===== config.mk =====
export PLATFORM = sky130hd
export DESIGN_NAME = jr_target_unit
export DESIGN_NICKNAME = d
export VERILOG_FILES = /design/src/rtl/mips_pipe_pkg.sv /design/src/rtl/jr_operand_mux.sv /design/src/rtl/jr_target_unit.sv
export SDC_FILE = /design/constraint.sdc
export NUM_CORES = 1
export LEC_CHECK = 0
export CAP_MARGIN = 20
export CORE_UTILIZATION = 30
export CTS_CLUSTER_DIAMETER = 120
export DETAILED_ROUTE_END_ITERATION = 10
export GPL_ROUTABILITY_DRIVEN = 0
export PLACE_DENSITY_LB_ADDON = 0.15
export SYNTH_ARGS = -nofsm -noshare
export SYNTH_HDL_FRONTEND = slang
export SYNTH_HIERARCHICAL = 1
export SYNTH_SLANG_ARGS = --single-unit

===== constraint.sdc =====
create_clock -name clk -period 2.3 [get_ports clk]
set_input_delay 0.345 -clock clk [delete_from_list [all_inputs] [get_ports clk]]
set_output_delay 0.345 -clock clk [all_outputs]
set_load 0.01 [all_outputs]

===== src/rtl/mips_pipe_pkg.sv =====
// Shared encodings for the jr/jalr target path: forward select codes and FSM state values.
package mips_pipe_pkg;

  localparam logic [1:0] FWD_RF = 2'd0;
  localparam logic [1:0] FWD_E  = 2'd1;
  localparam logic [1:0] FWD_M  = 2'd2;
  localparam logic [1:0] FWD_W  = 2'd3;

  localparam logic [1:0] JR_IDLE  = 2'd0;
  localparam logic [1:0] JR_WAIT  = 2'd1;
  localparam logic [1:0] JR_ISSUE = 2'd2;

endpackage


===== src/rtl/jr_operand_mux.sv =====
// Combinational 4:1 selector for the jr rs operand: register file or a forwarded pipeline value.
module jr_operand_mux
  import mips_pipe_pkg::*;
(
  input  logic [1:0]  sel,
  input  logic [31:0] rd1_D,
  input  logic [31:0] pc8_E,
  input  logic [31:0] ao_M,
  input  logic [31:0] wd_W,
  output logic [31:0] operand
);

  always_comb begin
    operand = rd1_D;
    case (sel)
      FWD_RF:  operand = rd1_D;
      FWD_E:   operand = pc8_E;
      FWD_M:   operand = ao_M;
      FWD_W:   operand = wd_W;
      default: operand = rd1_D;
    endcase
  end

endmodule


===== src/rtl/jr_target_unit.sv =====
// jr/jalr target resolution: waits out rs hazards, captures the target and hands it to fetch.
// Optional stall counter enabled by defining JR_STALL_CNT_EN.
module jr_target_unit
  import mips_pipe_pkg::*;
(
  input  logic        clk,
  input  logic        reset,
  input  logic        jr_valid_D,
  input  logic        hazard_stall,
  input  logic [1:0]  forward_rs_jr,
  input  logic [31:0] rd1_D,
  input  logic [31:0] pc8_E,
  input  logic [31:0] ao_M,
  input  logic [31:0] wd_W,
  input  logic        flush,
  input  logic        redirect_ready,
  output logic        redirect_valid,
  output logic [31:0] redirect_pc,
  output logic        hold_D,
  output logic        align_err,
  output logic [31:0] stall_cnt
);

  logic [1:0]  state_q, state_d;
  logic [31:0] pc_q, pc_d;
  logic        align_q, align_d;
  logic [31:0] operand;
  logic        capture;
  logic        misaligned;

  jr_operand_mux u_operand_mux (
    .sel     (forward_rs_jr),
    .rd1_D   (rd1_D),
    .pc8_E   (pc8_E),
    .ao_M    (ao_M),
    .wd_W    (wd_W),
    .operand (operand)
  );

  assign misaligned = (operand[1:0] != 2'b00);

  always_comb begin
    state_d = state_q;
    pc_d    = pc_q;
    align_d = 1'b0;
    capture = 1'b0;
    case (state_q)
      JR_IDLE: begin
        if (jr_valid_D) begin
          if (hazard_stall) state_d = JR_WAIT;
          else              capture = 1'b1;
        end
      end
      JR_WAIT: begin
        if (!hazard_stall) capture = 1'b1;
      end
      JR_ISSUE: begin
        if (redirect_ready) state_d = JR_IDLE;
      end
      default: state_d = JR_IDLE;
    endcase
    // A misaligned target is dropped without touching the held redirect_pc.
    if (capture) begin
      if (misaligned) begin
        align_d = 1'b1;
        state_d = JR_IDLE;
      end else begin
        pc_d    = operand;
        state_d = JR_ISSUE;
      end
    end
    if (flush) begin
      state_d = JR_IDLE;
      pc_d    = pc_q;
      align_d = 1'b0;
    end
  end

  always_ff @(posedge clk) begin
    if (reset) begin
      state_q <= JR_IDLE;
      pc_q    <= 32'h0;
      align_q <= 1'b0;
    end else begin
      state_q <= state_d;
      pc_q    <= pc_d;
      align_q <= align_d;
    end
  end

  always_comb begin
    hold_D = 1'b0;
    case (state_q)
      JR_IDLE:  hold_D = jr_valid_D & hazard_stall;
      JR_WAIT:  hold_D = 1'b1;
      JR_ISSUE: hold_D = ~redirect_ready;
      default:  hold_D = 1'b0;
    endcase
  end

  assign redirect_valid = (state_q == JR_ISSUE);
  assign redirect_pc    = pc_q;
  assign align_err      = align_q;

`ifdef JR_STALL_CNT_EN
  logic [31:0] stall_cnt_q;

  always_ff @(posedge clk) begin
    if (reset) begin
      stall_cnt_q <= 32'h0;
    end else if (hold_D && (stall_cnt_q != 32'hFFFF_FFFF)) begin
      stall_cnt_q <= stall_cnt_q + 32'd1;
    end
  end

  assign stall_cnt = stall_cnt_q;
`else
  assign stall_cnt = 32'h0;
`endif

endmodule


==> results.cfg, run 1 <==
[detailed_routing]
postRouteAntennaNets = 0
vias_per_cell = 5.06
drc = 0
drt_iter0_drc = 114
firstDrtPassIters = 4
wirelength_um = 8260
wl_per_cell_um = 16.5
vias = 2534

[worst_setup_path]
path_cells = clkdlybuf4s50_1 > mux4_2 > or4_4 > o21ai_0 > a21oi_1
arrival_ns = 2.36
crit_path_max_incr_delay_ns = 0.72
crit_fanout = 31
crit_buf_inv = 1
cp-start-kind = input pin
path_class = input pin to flip-flop
cp_top_family = simple AND/OR/NAND/NOR gates
critPathCaptureType = flip-flop
required_ns = 2.46
cp_slowest_cell = or4_4

[grt]
grt_overflow = 0
first_global_vias = 2517
antenna_found_initial = 0
grt_max_degree = 32
grt_pass1_wl_um = 12800
grt_usage_pct = 18.9

[min_path]
hold_path_class = flip-flop to flip-flop

[cts]
cts_buffers = 5
cts_setup_buffers = 0
tritoncts = done
clk_pin_slew_ns = 0.07
cts.sinks = 35
clockRootBuffer = clkbuf_8
cts_buffer_depth = 2
cts_max_level = 2
insertion_delay_ns = 0.27

[synthesis]
synthesis.area_um2 = 2530
ys_types = 24
synth_compound_area_share_pct = 13.5
yosysTopAreaCellShare_pct = 27.7
synth_adder_area_share_pct = 0
synth-simple-area-share_pct = 13.1
synth_top_family_by_area = multiplexers
synth_cells = 234
synth-seq-cells = 35
ys_top_cells_by_area = dfxtp_1, mux4_2, nand4b_1
synth_mux_area_share_pct = 28.8
yosys_warnings = 6
seq_area_frac_synth_pct = 27.7
synth_area_leader_cell = dfxtp_1
syn_area_per_cell_um2 = 10.8
synth_xor_area_share_pct = 0

[die]
ioPinCount = 203
start_util_pct = 30.9
dieHeight_um = 93.8
die_area_um2 = 8800
die_w_um = 93.8
core_um2 = 8180
rows = 33

[timing]
hold_violations = 0
fin_crit_sh_pct = 95.4
hold-worst-slack_ns = 0.480
min_period_ns = 2.20
setup_slack_ns = 0.105
fmax_mhz = 456
skew_ns = 0.00617
setup_viol = 0
finalMaxSlewViolations = 0
rsz0062_at_grt = false

[pwr]
seqPwrFrac_pct = 39.9
combPwrFrac_pct = 34.1
power_leakage_uw = 0.00147
ir_worst_vdd_mv = 0.202
power_density_nw_per_um2 = 368
clockPowerShare_pct = 26.0
switchingPower_uw = 398
intPower_uw = 1160
p_sw_share_pct = 25.5

[cells_and_area]
finalNetCount = 533
drive_gt1_share_pct = 13.4
seqCellArea_um2 = 701
fillers = 747
final_common_cell = clkdlybuf4s50_1
area.growth.synth_to_final_pct = 67.6
antenna_cells = 0
layout.cells.most_common_list = clkdlybuf4s50_1, dfxtp_1, conb_1, a21oi_1
multi_input_area_um2 = 1530

[placement]
dp_hpwl_um = 6400
portBuffers = 170
dp_worst_setup_slack_ns = -0.225

[outcome]
status = complete, no violations

[run]
maxCapViolations = 0
==> through the flow <==
step                std cells  TNS, ns  util, %  area (um2)  power, uW
detailed placement        495    -5.06     51.0        4170       1170
floorplan                 265        0        -        2650        915
finish                    501        0     51.9        4240       1560
global placement          495    -4.24     51.0        4170       1170
global route              501        0     51.9        4240       1640
CTS                       501        0     51.9        4240       1580
==> timing repair <==
| item | in CTS | in global routing |
|---|---|---|
| endpoints found under the setup margin | 0 | 4 |
| gates resized for setup | 0 | 1 |
| hold buffers | 0 | 0 |
==> final cells by class <==
cell class	instances	share of cell area, %
Clock buffer	6	1.71
Sequential cell	35	16.5
Multi-Input combinational cell	172	36.0
Timing Repair Buffer	183	42.6
Tap cell	105	3.10
==> worst paths after layout <==
kind	startpoint	endpoint	slack, ns	cells past startpoint
setup / recovery	forward_rs_jr[1]	redirect_pc[18]	0.10	5
hold / removal	redirect_pc[21]	redirect_pc[21]	0.48	2
setup reg to reg	state_q[0]	redirect_pc[10]	0.90	4
hold reg to reg	redirect_pc[21]	redirect_pc[21]	0.48	2
==> cells by family after synthesis <==
group	count (synthesis)
AO/OA/AOI/OAI	66
buffers and inverters	58
flip-flops	35
multiplexers	32
other	1
AND/OR/NAND/NOR	42
==> synthesized netlist by cell type <==
master,count
conb_1,1
nor3_1,2
o21ai_0,19
a21boi_0,1
clkbuf_2,1
nand2_1,2
o21bai_1,1
mux4_1,2
a21oi_1,31
dfxtp_1,35
buf_2,7
buf_12,3
o21ba_2,1
or4_4,1
buf_6,4
nor2_1,3
mux4_2,30
buf_4,32
and3_1,1
nor2b_1,1
nand4b_1,30
nor3b_1,2
clkbuf_1,11
o21ai_1,13
==> worst reg2reg max path, delay by kind of cell, from the launching register on <==
family / cells / cell delay (ns)
AO/OA/AOI/OAI: 2 / 0.57
AND/OR/NAND/NOR: 1 / 0.13
buffers and inverters: 1 / 0.21
flip-flops: 1 / 0.41
==> metal layers <==
layer  track usage, %  routed length [um]  vias up
met5                0                   0        -
met4             4.87                 104        0
met3             3.88                 555        6
met2             33.3                4220      127
met1             23.5                3380     1231
li1                 -                   -     1170
==> flip-flops by register name, indices dropped and copies added, names as in the netlist <==
register and cells:
state_q 2, redirect_pc 32, align_err 1
==> power groups by stage <==
| stage | sequential, uW | clock, uW | combinational [uW] |
|---|---|---|---|
| floorplan | 641 | 0 | 274 |
| global placement | 636 | 0 | 530 |
| detailed placement | 637 | 0 | 534 |
| CTS | 623 | 419 | 535 |
| global route | 624 | 443 | 570 |
| finish | 623 | 405 | 532 |
Note: power is estimated with default switching activity, not from simulation.
==> run 2: changes to the inputs <==
Settings changed: SYNTH_HIERARCHICAL 1 to default.
==> results.cfg, run 2 <==
[die]
ioPinCount = 203
dieHeight_um = 95.7
start_util_pct = 31.6
core_um2 = 8340
rows = 33
die_w_um = 95.7
die_area_um2 = 9170

[synthesis]
synth_compound_area_share_pct = 16.6
synth_xor_area_share_pct = 0
synth.cells.most_frequent = dfxtp_1, buf_4
synth-simple-area-share_pct = 16.3
ys_async_sr_fraction_pct = 0
yosys_warnings = 0
synth_most_common_cell = dfxtp_1
synth_mux_area_share_pct = 25.6
seq_area_frac_synth_pct = 26.6
synthesis.area_um2 = 2640
synth_area_leader_cell = dfxtp_1
ys.flop_type = dfxtp_1
yosysTopAreaCellShare_pct = 26.6
synth_cells = 235
syn_area_per_cell_um2 = 11.2
ys_types = 29
synth-seq-cells = 35
synth_top_family_by_area = multiplexers
ys_top_cells_by_area = dfxtp_1, mux4_2, nand3_2
synth_edf_count = 0
synth_adder_area_share_pct = 0

[placement]
portBuffers = 170
dp_hpwl_um = 6170

[timing]
hold-worst-slack_ns = 0.474
skew_ns = 0.00265
min_period_ns = 2.11
hold_violations = 0
max_slew_margin_pct = 50.3
rsz0062_at_grt = false
fin_crit_sh_pct = 91.5
finalMaxSlewViolations = 0
setup_viol = 0
fmax_mhz = 475
worst_pin_slew_ns = 0.740

[cells_and_area]
final_common_cell = clkdlybuf4s50_1
drive_gt1_share_pct = 27.7
largest_register_ff_count = 32
fillers = 784
layout.cells.most_common_list = clkdlybuf4s50_1, dfxtp_1, conb_1
fin_util_pct = 52.4
multi_input_area_um2 = 1680
antenna_cells = 0
area.growth.synth_to_final_pct = 65.8
seqCellArea_um2 = 701
finalNetCount = 530

[grt]
grt_usage_pct = 17.3
first_global_vias = 2456
antenna_found_initial = 0
grt_max_degree = 33
grt_pass1_wl_um = 12100
grt_overflow = 0

[worst_setup_path]
crit_fanout = 32
critPathCaptureType = flip-flop
path_class = input pin to flip-flop
cp_top_family = simple AND/OR/NAND/NOR gates
crit_buf_inv = 2
cp-start-kind = input pin
crit_path_max_incr_delay_ns = 0.63
arrival_ns = 2.30
r2r_slack_ns = 0.73
cp_slowest_cell = nor4b_1
required_ns = 2.49
path_cells = clkdlybuf4s50_1 > nor4b_1 > or4_2 > buf_12 > nand2_1 > a211oi_1

[cts]
cts_resized = 0
insertion_delay_ns = 0.27
clockRootBuffer = clkbuf_8
clk_pin_slew_ns = 0.06
cts.sinks = 35
cts_buffer_depth = 2
cts_buffers = 5
postCtsHoldBufs = 0
tritoncts = done
cts_max_level = 2
cts_setup_buffers = 0

[detailed_routing]
firstDrtPassIters = 4
postRouteAntennaNets = 0
drt_iter0_drc = 51
drc = 0
vias = 2446
wl_per_cell_um = 16.4
vias_per_cell = 4.91
wirelength_um = 8150

[pwr]
ir_worst_vdd_mv = 0.223
power_density_nw_per_um2 = 359
power_leakage_uw = 0.00142

[min_path]
hold_path_class = flip-flop to flip-flop

[outcome]
status = complete, no violations

[run]
maxCapViolations = 0
run 2: final cells by class:
class	count	share of cell area (%)
Clock buffer	6	1.66
Multi-Input combinational cell	174	38.4
Sequential cell	35	16.0
Tap cell	105	3.01
Timing Repair Buffer	178	40.9
run 2: stage by stage:
step | std cells | setup TNS, ns | total power (uW) | setup slack, ns | instance area [um2]
2_1_floorplan | 266 | 0 | 932 | 0.637 | 2750
3_3_place_gp | 492 | -1.08 | 1180 | -0.0632 | 4300
3_5_place_dp | 492 | -1.31 | 1190 | -0.0899 | 4300
4_1_cts | 498 | 0 | 1590 | 0.197 | 4370
5_1_grt | 498 | 0 | 1650 | 0.0759 | 4370
6_report | 498 | 0 | 1570 | 0.195 | 4370
run 2: path summary, 6_finish.rpt:
check,start,depth (start not counted),end
worst min register to register,redirect_pc[1],1,redirect_pc[1]
worst max-delay path,forward_rs_jr[1],6,state_q[1]
worst min-delay path,redirect_pc[1],1,redirect_pc[1]
worst max register to register,state_q[1],5,redirect_pc[25]
run 2: power by group:
part / total (uW) / switching [uW] / internal, uW
clock: 404 / 202 / 202
sequential: 621 / 5.10 / 616
combinational: 545 / 209 / 337
run 2: logic make-up (layout without fill, tap and decap cells):
family	count (synthesis)	in the layout
compound gates	64	64
buf+inv	57	184
simple gates	48	48
flops	35	35
mux	30	30
other cells	1	32
run 2: per-layer routing:
| metal | up-vias | part of all wire [%] | GRT usage (%) |
|---|---|---|---|
| met5 | - | 0 | 0 |
| met4 | 0 | 0.79 | 4.10 |
| met3 | 4 | 8.6 | 4.27 |
| met2 | 118 | 51 | 31.0 |
| met1 | 1187 | 40 | 20.8 |
| li1 | 1137 | - | - |
